===== src/rtl/credit_sender_push_if.sv =====
// Credit link between the sender and its two neighbours.
// Upstream ready/valid stream: push_valid, push_ready, push_data.
// Downstream FIFO push side: out_valid, out_data, sender_in_reset,
// receiver_in_reset and credit_return.
// modport master: the credit sender.
// modport slave:  the environment (upstream source plus receiver).
interface credit_sender_push_if #(
  parameter int unsigned DATA_WIDTH = 8
);
  logic                  push_valid;
  logic                  push_ready;
  logic [DATA_WIDTH-1:0] push_data;
  logic                  out_valid;
  logic [DATA_WIDTH-1:0] out_data;
  logic                  sender_in_reset;
  logic                  receiver_in_reset;
  logic                  credit_return;

  modport master (
    input  push_valid, push_data, receiver_in_reset, credit_return,
    output push_ready, out_valid, out_data, sender_in_reset
  );

  modport slave (
    output push_valid, push_data, receiver_in_reset, credit_return,
    input  push_ready, out_valid, out_data, sender_in_reset
  );
endinterface


===== src/rtl/credit_sender_push.sv =====
// Credit sender, push clock domain of a credit-based CDC FIFO.
// Turns an upstream ready/valid stream into credit-gated valid-only pushes,
// holds the credit counter and runs the reset handshake with the receiver.
// Ports:
//   push_clk, push_rst_n  clock, asynchronous active-low reset
//   bus (master)          upstream stream + downstream FIFO push/credit link
//   credit_stall          blocks new sends; credits still accepted
//   credit_initial        credits loaded while not active
//   credit_withhold       credits held back from use
//   credit_count          credits currently held (registered)
//   credit_available      credits usable this cycle (combinational)
//   credit_error          sticky protocol error
// Optional feature: define CREDIT_SENDER_ERR_CHECK_EN to enable credit_error;
// otherwise credit_error is tied 0.
module credit_sender_push #(
  parameter int unsigned DATA_WIDTH   = 8,
  parameter int unsigned MAX_CREDIT   = 17,
  parameter int unsigned CREDIT_WIDTH = 5
) (
  input  logic                    push_clk,
  input  logic                    push_rst_n,
  credit_sender_push_if.master    bus,
  input  logic                    credit_stall,
  input  logic [CREDIT_WIDTH-1:0] credit_initial,
  input  logic [CREDIT_WIDTH-1:0] credit_withhold,
  output logic [CREDIT_WIDTH-1:0] credit_count,
  output logic [CREDIT_WIDTH-1:0] credit_available,
  output logic                    credit_error
);

  typedef enum logic [1:0] {
    S_RST    = 2'd0,
    S_WAIT   = 2'd1,
    S_ACTIVE = 2'd2
  } state_t;

  localparam logic [CREDIT_WIDTH-1:0] LP_MAX = CREDIT_WIDTH'(MAX_CREDIT);

  state_t                  r_state;
  state_t                  w_state_nxt;
  logic                    r_sender_in_reset;
  logic [CREDIT_WIDTH-1:0] r_count;
  logic [CREDIT_WIDTH-1:0] w_count_nxt;
  logic [CREDIT_WIDTH-1:0] w_avail;
  logic                    w_active;
  logic                    w_ready;
  logic                    w_send;
  logic                    r_out_valid;
  logic [DATA_WIDTH-1:0]   r_out_data;

  // Reset handshake: RST until receiver enters reset, WAIT until it leaves.
  always_comb begin
    w_state_nxt = r_state;
    case (r_state)
      S_RST:    if (bus.receiver_in_reset)  w_state_nxt = S_WAIT;
      S_WAIT:   if (!bus.receiver_in_reset) w_state_nxt = S_ACTIVE;
      S_ACTIVE: if (bus.receiver_in_reset)  w_state_nxt = S_RST;
      default:                              w_state_nxt = S_RST;
    endcase
  end

  // State register; sender_in_reset tracks the RST state exactly.
  always_ff @(posedge push_clk or negedge push_rst_n) begin
    if (!push_rst_n) begin
      r_state           <= S_RST;
      r_sender_in_reset <= 1'b1;
    end else begin
      r_state           <= w_state_nxt;
      r_sender_in_reset <= (w_state_nxt == S_RST);
    end
  end

  assign w_active = (r_state == S_ACTIVE);

  // Usable credits; a credit returned this cycle only counts next cycle.
  assign w_avail = (r_count > credit_withhold) ? (r_count - credit_withhold)
                                               : '0;

  // Receiver reset blocks sends in the same cycle it is seen.
  assign w_ready = w_active && !credit_stall && (w_avail != '0) &&
                   !bus.receiver_in_reset;
  assign w_send  = bus.push_valid && w_ready;

  // Credit update; send implies count >= 1, so no underflow path exists.
  always_comb begin
    w_count_nxt = r_count;
    if (!w_active) begin
      w_count_nxt = credit_initial;
    end else if (bus.credit_return && !w_send) begin
      if (r_count != LP_MAX) w_count_nxt = r_count + CREDIT_WIDTH'(1);
    end else if (w_send && !bus.credit_return) begin
      w_count_nxt = r_count - CREDIT_WIDTH'(1);
    end
  end

  // Credit counter and one-cycle output stage.
  always_ff @(posedge push_clk or negedge push_rst_n) begin
    if (!push_rst_n) begin
      r_count     <= '0;
      r_out_valid <= 1'b0;
      r_out_data  <= '0;
    end else begin
      r_count     <= w_count_nxt;
      r_out_valid <= w_send;
      if (w_send) r_out_data <= bus.push_data;
    end
  end

`ifdef CREDIT_SENDER_ERR_CHECK_EN
  logic r_error;
  logic w_error_set;

  // Overflowing return while active, or an impossible initial credit load.
  assign w_error_set = (w_active && bus.credit_return && (r_count == LP_MAX)) ||
                       ((r_state == S_RST) && (credit_initial > LP_MAX));

  always_ff @(posedge push_clk or negedge push_rst_n) begin
    if (!push_rst_n) r_error <= 1'b0;
    else if (w_error_set) r_error <= 1'b1;
  end

  assign credit_error = r_error;
`else
  assign credit_error = 1'b0;
`endif

  assign bus.push_ready      = w_ready;
  assign bus.out_valid       = r_out_valid;
  assign bus.out_data        = r_out_data;
  assign bus.sender_in_reset = r_sender_in_reset;
  assign credit_count        = r_count;
  assign credit_available    = w_avail;

endmodule


===== src/flat_wrapper.sv =====
// flat-port wrapper written by rule: the top's interface ports become plain ports
module credit_sender_push_flat 
#(
  parameter int unsigned DATA_WIDTH   = 8,
  parameter int unsigned MAX_CREDIT   = 17,
  parameter int unsigned CREDIT_WIDTH = 5
)
  (push_clk, push_rst_n, credit_stall, credit_initial, credit_withhold, credit_count, credit_available, credit_error, bus_push_valid, bus_push_data, bus_receiver_in_reset, bus_credit_return, bus_push_ready, bus_out_valid, bus_out_data, bus_sender_in_reset);
  credit_sender_push_if #(.DATA_WIDTH(DATA_WIDTH)) bus_i ();
  input  logic push_clk;
  input  logic push_rst_n;
  input  logic credit_stall;
  input  logic [CREDIT_WIDTH-1:0] credit_initial;
  input  logic [CREDIT_WIDTH-1:0] credit_withhold;
  output logic [CREDIT_WIDTH-1:0] credit_count;
  output logic [CREDIT_WIDTH-1:0] credit_available;
  output logic credit_error;
  input wire logic [$bits(bus_i.push_valid)-1:0] bus_push_valid;
  input wire logic [$bits(bus_i.push_data)-1:0] bus_push_data;
  input wire logic [$bits(bus_i.receiver_in_reset)-1:0] bus_receiver_in_reset;
  input wire logic [$bits(bus_i.credit_return)-1:0] bus_credit_return;
  output wire logic [$bits(bus_i.push_ready)-1:0] bus_push_ready;
  output wire logic [$bits(bus_i.out_valid)-1:0] bus_out_valid;
  output wire logic [$bits(bus_i.out_data)-1:0] bus_out_data;
  output wire logic [$bits(bus_i.sender_in_reset)-1:0] bus_sender_in_reset;
  assign bus_i.push_valid = bus_push_valid;
  assign bus_i.push_data = bus_push_data;
  assign bus_i.receiver_in_reset = bus_receiver_in_reset;
  assign bus_i.credit_return = bus_credit_return;
  assign bus_push_ready = bus_i.push_ready;
  assign bus_out_valid = bus_i.out_valid;
  assign bus_out_data = bus_i.out_data;
  assign bus_sender_in_reset = bus_i.sender_in_reset;
  credit_sender_push #(.DATA_WIDTH(DATA_WIDTH), .MAX_CREDIT(MAX_CREDIT), .CREDIT_WIDTH(CREDIT_WIDTH)) u_core (.push_clk(push_clk), .push_rst_n(push_rst_n), .bus(bus_i), .credit_stall(credit_stall), .credit_initial(credit_initial), .credit_withhold(credit_withhold), .credit_count(credit_count), .credit_available(credit_available), .credit_error(credit_error));
endmodule

===== config.mk =====
export PLATFORM = sky130hd
export DESIGN_NAME = credit_sender_push_flat
export DESIGN_NICKNAME = d
export VERILOG_FILES = /design/src/rtl/credit_sender_push_if.sv /design/src/rtl/credit_sender_push.sv /design/src/flat_wrapper.sv
export SDC_FILE = /design/constraint.sdc
export NUM_CORES = 1
export LEC_CHECK = 0
export CAP_MARGIN = 20
export CELL_PAD_IN_SITES_DETAIL_PLACEMENT = 0
export CELL_PAD_IN_SITES_GLOBAL_PLACEMENT = 1
export CORE_MARGIN = 4
export CORE_UTILIZATION = 34
export DETAILED_ROUTE_END_ITERATION = 7
export PLACE_DENSITY_LB_ADDON = 0.1
export SLEW_MARGIN = 20
export SYNTH_ARGS = -nofsm -noshare
export SYNTH_HDL_FRONTEND = slang
export SYNTH_SLANG_ARGS = --single-unit

===== constraint.sdc =====
create_clock -name push_clk -period 5.6 [get_ports push_clk]
set_input_delay 1.12 -clock push_clk [delete_from_list [all_inputs] [get_ports push_clk]]
set_output_delay 1.12 -clock push_clk [all_outputs]
set_load 0.005 [all_outputs]

# Yosys cells after proc, flatten, opt, wreduce, memory -nomap -nowiden

Index checks and enable logic that the tools add are counted.

Magnitude comparators: 1
Eq/ne operators: 5
$add $sub $neg: 3
Multiplexer cells: 9
Reductions and logical operators: 14

Operator list:

| operator                                                              | number |
|---|---|
| 5-bit two-way mux                                                     | 5 |
| 1-bit logical AND                                                     | 6 |
| 2-bit two-way mux                                                     | 3 |
| 3-bit inequality test, second input constant                          | 2 |
| 2-bit case mux with 3 select lines                                    | 1 |
| 5-bit by 1-bit adder with 5-bit output, second input constant         | 1 |
| 5-bit > comparator                                                    | 1 |
| 5-bit inequality test, second input constant                          | 1 |
| 5-bit nonzero test                                                    | 1 |
| 5-bit by 1-bit subtractor with 5-bit output, second input constant    | 1 |
| 5-bit subtractor                                                      | 1 |
| 1-bit zero test                                                       | 4 |
| 2-bit zero test                                                       | 2 |
| 2-bit by 1-bit equality test with 1-bit output, second input constant | 1 |
| 2-bit equality test, second input constant                            | 1 |
| 2-bit AND reduction                                                   | 1 |

Register bits: 17
Output and inout bits: 22
Input port bits: 24

# Logic depth before layout (Yosys ltp)

Word-level depth: 10
Gate-level depth with buffers: 18
Gate-level depth less buffers: 17

# Least setup slack after synthesis

OpenSTA, ideal clock, no wires.

Kind: input -> register
From: input credit_withhold[0]
To: register u_core.r_count[4] (netlist: u_core.credit_count[4])
Stages on the path: 17
Setup slack: 1.054 ns
Data arrival time: 4.460 ns
Path through: ha_1 -> inv_1 -> fa_1 -> xor2_1 -> a2111oi_2 -> or2_1 -> buf_2 -> nor2_1 -> o211ai_1 -> ha_1 -> inv_1 -> ha_1 -> nor2b_1 -> o21a_1 -> or3_1 -> a2111o_1 -> o211ai_1

Longest elaborated chain between the ends: 10

RTL lines:

| item                                                                        | RTL line                  | text |
|---|---|---|
| from (decl)                                                                 | flat_wrapper.sv:14        | `input logic [CREDIT_WIDTH-1:0] credit_withhold;` |
| 5-bit subtractor or 5-bit > comparator (tied branches)                      | credit_sender_push.sv:76  | `assign w_avail = (r_count > credit_withhold) ? (r_count - credit_withhold)` |
| 5-bit two-way mux *                                                         | credit_sender_push.sv:76  |  |
| 5-bit nonzero test *                                                        | credit_sender_push.sv:80  | `assign w_ready = w_active && !credit_stall && (w_avail != '0) &&` |
| 1-bit logical AND * (2 in a row)                                            | credit_sender_push.sv:80  |  |
| 1-bit logical AND *                                                         | credit_sender_push.sv:82  | `assign w_send = bus.push_valid && w_ready;` |
| 1-bit zero test                                                             | credit_sender_push.sv:89  | `end else if (bus.credit_return && !w_send) begin` |
| 1-bit logical AND                                                           | credit_sender_push.sv:89  |  |
| 3-bit inequality test (no source line) or 5-bit two-way mux (tied branches) | n/a                       |  |
| 2-bit AND reduction (no source line) or 5-bit two-way mux (tied branches)   | n/a                       |  |
| to (signal assigned)                                                        | credit_sender_push.sv:103 | `r_count <= w_count_nxt;` |
| to (decl)                                                                   | credit_sender_push.sv:42  | `logic [CREDIT_WIDTH-1:0] r_count;` |

Mark *: on every way between the ends. The rest lies on a longest branch, timed or not.
A chain may end at the register's enable or synchronous reset.

# Worst setup path after layout

Same ends and word-level chain as after synthesis.

==> summary.md <==
| Metric | Value |
|---|---|
| Final worst setup slack | `0.5115 ns` |
| Initial antenna violation count | `0` |
| Final Cycle Share | `90.87%` |
| Number of enable flip-flop cells after synthesis | `0` |
| FP Rows | `23` |
| Register area share after synthesis | `29.83%` |
| Compound-Gate Fraction of Synth Area | `30.53%` |
| Hold WC Path Type | `reg2reg` |
| Most common cell after layout, fill and taps aside | `clkdlybuf4s50_1` |
| CP startpoint kind | `input pin` |
| Largest family of logic cells by synthesized area | `compound AO/OA/AOI/OAI gates` |
| Most used cell, CP | `ha_1` |
| Starting Density | `35.50%` |
| H-tree levels | `1` |
| Clock sinks | `17` |
| Top Usage Layer GRT | `met2` |
| Sequential Area | `426.7 um^2` |
| DIE HEIGHT | `72.86 um` |
| Syn Area/Cell | `8.720 um^2` |
| Post-route ant nets | `0` |
| Skew final | `0.006121 ns` |
| Synth Area in XOR/XNOR | `2.450%` |
| Vias in the first global route | `1,386` |
| CTS clk-pin slew, worst paths | `0.06 ns` |
| Die width | `72.86 um` |
| Crit. End Element | `register` |
| Synth cell types | `46` |
| Cts bufs inserted | `3` |
| Iteration-0 DRC Markers | `83` |
| Final wirelength | `4.018 mm` |
| Most frequent cells in the layout | `clkdlybuf4s50_1, o21ai_0, dfrtp_1` |
| Grt met2 use | `26.65%` |
| Filler cells | `406` |
| Asr flop ratio synth | `100.0%` |
| Crit path max fanout | `9` |
| Status | `finished clean` |
| Syn Inst Count | `164` |
| Top_reg_cell synth | `dfrtp_1` |
| Largest net degree at the start of global routing | `20` |
| Slowest-stage cell, CP | `clkdlybuf4s50_1` |
| Clock tree buffer depth | `2` |
| Antenna Cells | `0` |
| Overflow left after global routing | `0` |
| Cell at the root of the clock tree | `clkbuf_8` |
| Post-cts resize count | `0` |
| Fin crit period | `5.088 ns` |
| Synth warn | `0` |
| Die area | `5308 um^2` |
| Critical path class | `in2reg` |
| Worst-Skew Late Latency | `0.25 ns` |
| Mux share of post-synthesis cell area | `3.762%` |
| Cell Area, Synth | `1430 um^2` |
| Hold Vio Cnt, Final | `0` |
| Syn nets | `199` |
| Total track usage | `15.32%` |
| Req. time, crit path | `5.77 ns` |
| DR WL/cell | `15.63 um` |
| Worst VDD drop | `137.0 uV` |
| RSZ-0062 raised after global routing | `false` |
| CTS tree | `yes` |
| First-pass GRT wire length | `6.548 mm` |
| Avg Vias per Cell | `5.432` |
| Post-Synth Simple-Gate Area | `16.80%` |
| Fmax | `196.5 MHz` |
| Core area | `4029 um^2` |
| Worst path cell trace | `clkdlybuf4s50_1, ha_1, inv_1, fa_1, xor2_1, a2111oi_2, or2_1, nor2_1, o211ai_1, ha_1, inv_1, ha_1, nor2b_1, o21a_1, or3_1, a2111o_1, o211ai_1` |
| # IOs | `46` |
| Power per cell area | `218.3 nW/um^2` |
| Multi-input gate area | `922.1 um^2` |
| CP Data Arrival Time | `5.26 ns` |
| DP HPWL | `3.104 mm` |
| Fin Setup TNS | `0 ns` |
| Post-CTS setup repair buffer count | `0` |
| # setup viols final | `0` |
| Nets | `243` |
| Drt drc | `0` |
| Met3 Track Usage GR | `4.270%` |
| Post-CTS Hold Fix Bufs | `0` |
| DR vias | `1,396` |
| Slew headroom | `45.49%` |
| Post-Synth Adder-Cell Area | `10.67%` |
| Hold path depth | `1` |
| Met1 Resource Use GR | `19.68%` |
| Max-cap viol count | `0` |
| Reg2Reg Depth | `17` |
| Leak | `0.0008158 uW` |
| Flops & latches, synth | `17` |
| Place WS | `0.2701 ns` |
| Max incr delay on CP | `0.46 ns` |
| Area Overhead vs Synth | `36.83%` |
| Total iterations of the first detailed-routing run | `4` |
| Final Max Slew Viols | `0` |
| Gpl congestion | `0.8105` |
| I/O Buffers | `44` |
| Layout cells sized above 1 | `6.280%` |
| Tightest Pin Transition | `0.8150 ns` |
-- synthesized netlist by cell type, types with 3 or more instances --
master / instances / area, um^2
inv_1: 10 / 37.54
o21a_1: 3 / 22.52
a21oi_1: 7 / 35.03
o21ai_0: 23 / 115.1
nand2_1: 8 / 30.03
ha_1: 9 / 112.6
xnor2_1: 3 / 26.28
a31oi_1: 8 / 50.05
nor2b_1: 3 / 18.77
a21boi_0: 7 / 52.55
dfrtp_1: 16 / 400.4
o211ai_1: 10 / 75.07
clkbuf_1: 4 / 15.01
nor2_1: 6 / 22.52
and3_1: 9 / 56.30
-- registers in the layout (all words and copies together), names as in the netlist --
name / flops
u_core.bus.out_valid: 1
u_core.bus.sender_in_reset: 1
u_core.r_state: 2
u_core.credit_count: 5
u_core.bus.out_data: 8
-- logic make-up after synthesis --
family          after synthesis
compound gates               67
xor+xnor                      4
fa+ha+maj                    11
buf+inv                      18
flops                        17
mux                           4
other cells                   1
simple gates                 42
-- report_power, final --
group	leakage (uW)	internal (uW)	total [uW]	switching, uW
clock	0.0000228	50.4	92.8	42.4
sequential	0.000180	132	142	9.88
combinational	0.000613	93.8	192	98.6
total	0.000816	276	427	151
-- cell type report --
| class | count | share of cell area (%) |
|---|---|---|
| inverter | 10 | 1.918 |
| sequential | 17 | 21.80 |
| timing repair buffer | 47 | 23.66 |
| clock buffer | 4 | 2.302 |
| multi-input combinational | 129 | 47.12 |
| tap | 50 | 3.197 |
-- critical path: cells and delay by family --
family          cells  cell delay, ns
compound gates      5            1.23
xor+xnor            1            0.19
fa+ha+maj           4            1.16
buf+inv             3            0.62
simple gates        4            0.94
-- final timing paths --
check,start,slack (ns),endpoint
max in group asynchronous,push_rst_n,3.75,u_core.bus.out_data[7]
setup / recovery,credit_withhold[0],0.51,u_core.credit_count[4]
setup reg to reg,u_core.credit_count[0],1.25,u_core.credit_count[4]
hold / removal,u_core.r_state[1],0.49,u_core.r_state[0]
hold reg to reg,u_core.r_state[1],0.49,u_core.r_state[0]
min in group asynchronous,push_rst_n,1.33,u_core.bus.out_data[0]
-- per-stage QoR --
step / cell area [um^2] / std cells / total power [uW] / hold slack, ns / utilization, %
finish: 1957 / 257 / 427.2 / 0.4892 / 48.57
global route: 1957 / 257 / 456.3 / 0.5115 / 48.57
CTS: 1957 / 257 / 433.5 / 0.4900 / 48.57
detailed placement: 1912 / 253 / 337.7 / 0.4797 / 47.45
global placement: 1912 / 253 / 335.1 / 0.4688 / 47.45
floorplan: 1430 / 164 / 259.8 / 0.4526 / -
-- routing by layer --
layer  share of wire (%)  vias to the layer above
met5                   0                        -
met2                  49                       43
met4                0.42                        0
met3                 6.9                        2
li1                    -                      695
met1                  44                      656
Power figures use the tool's default switching activity.
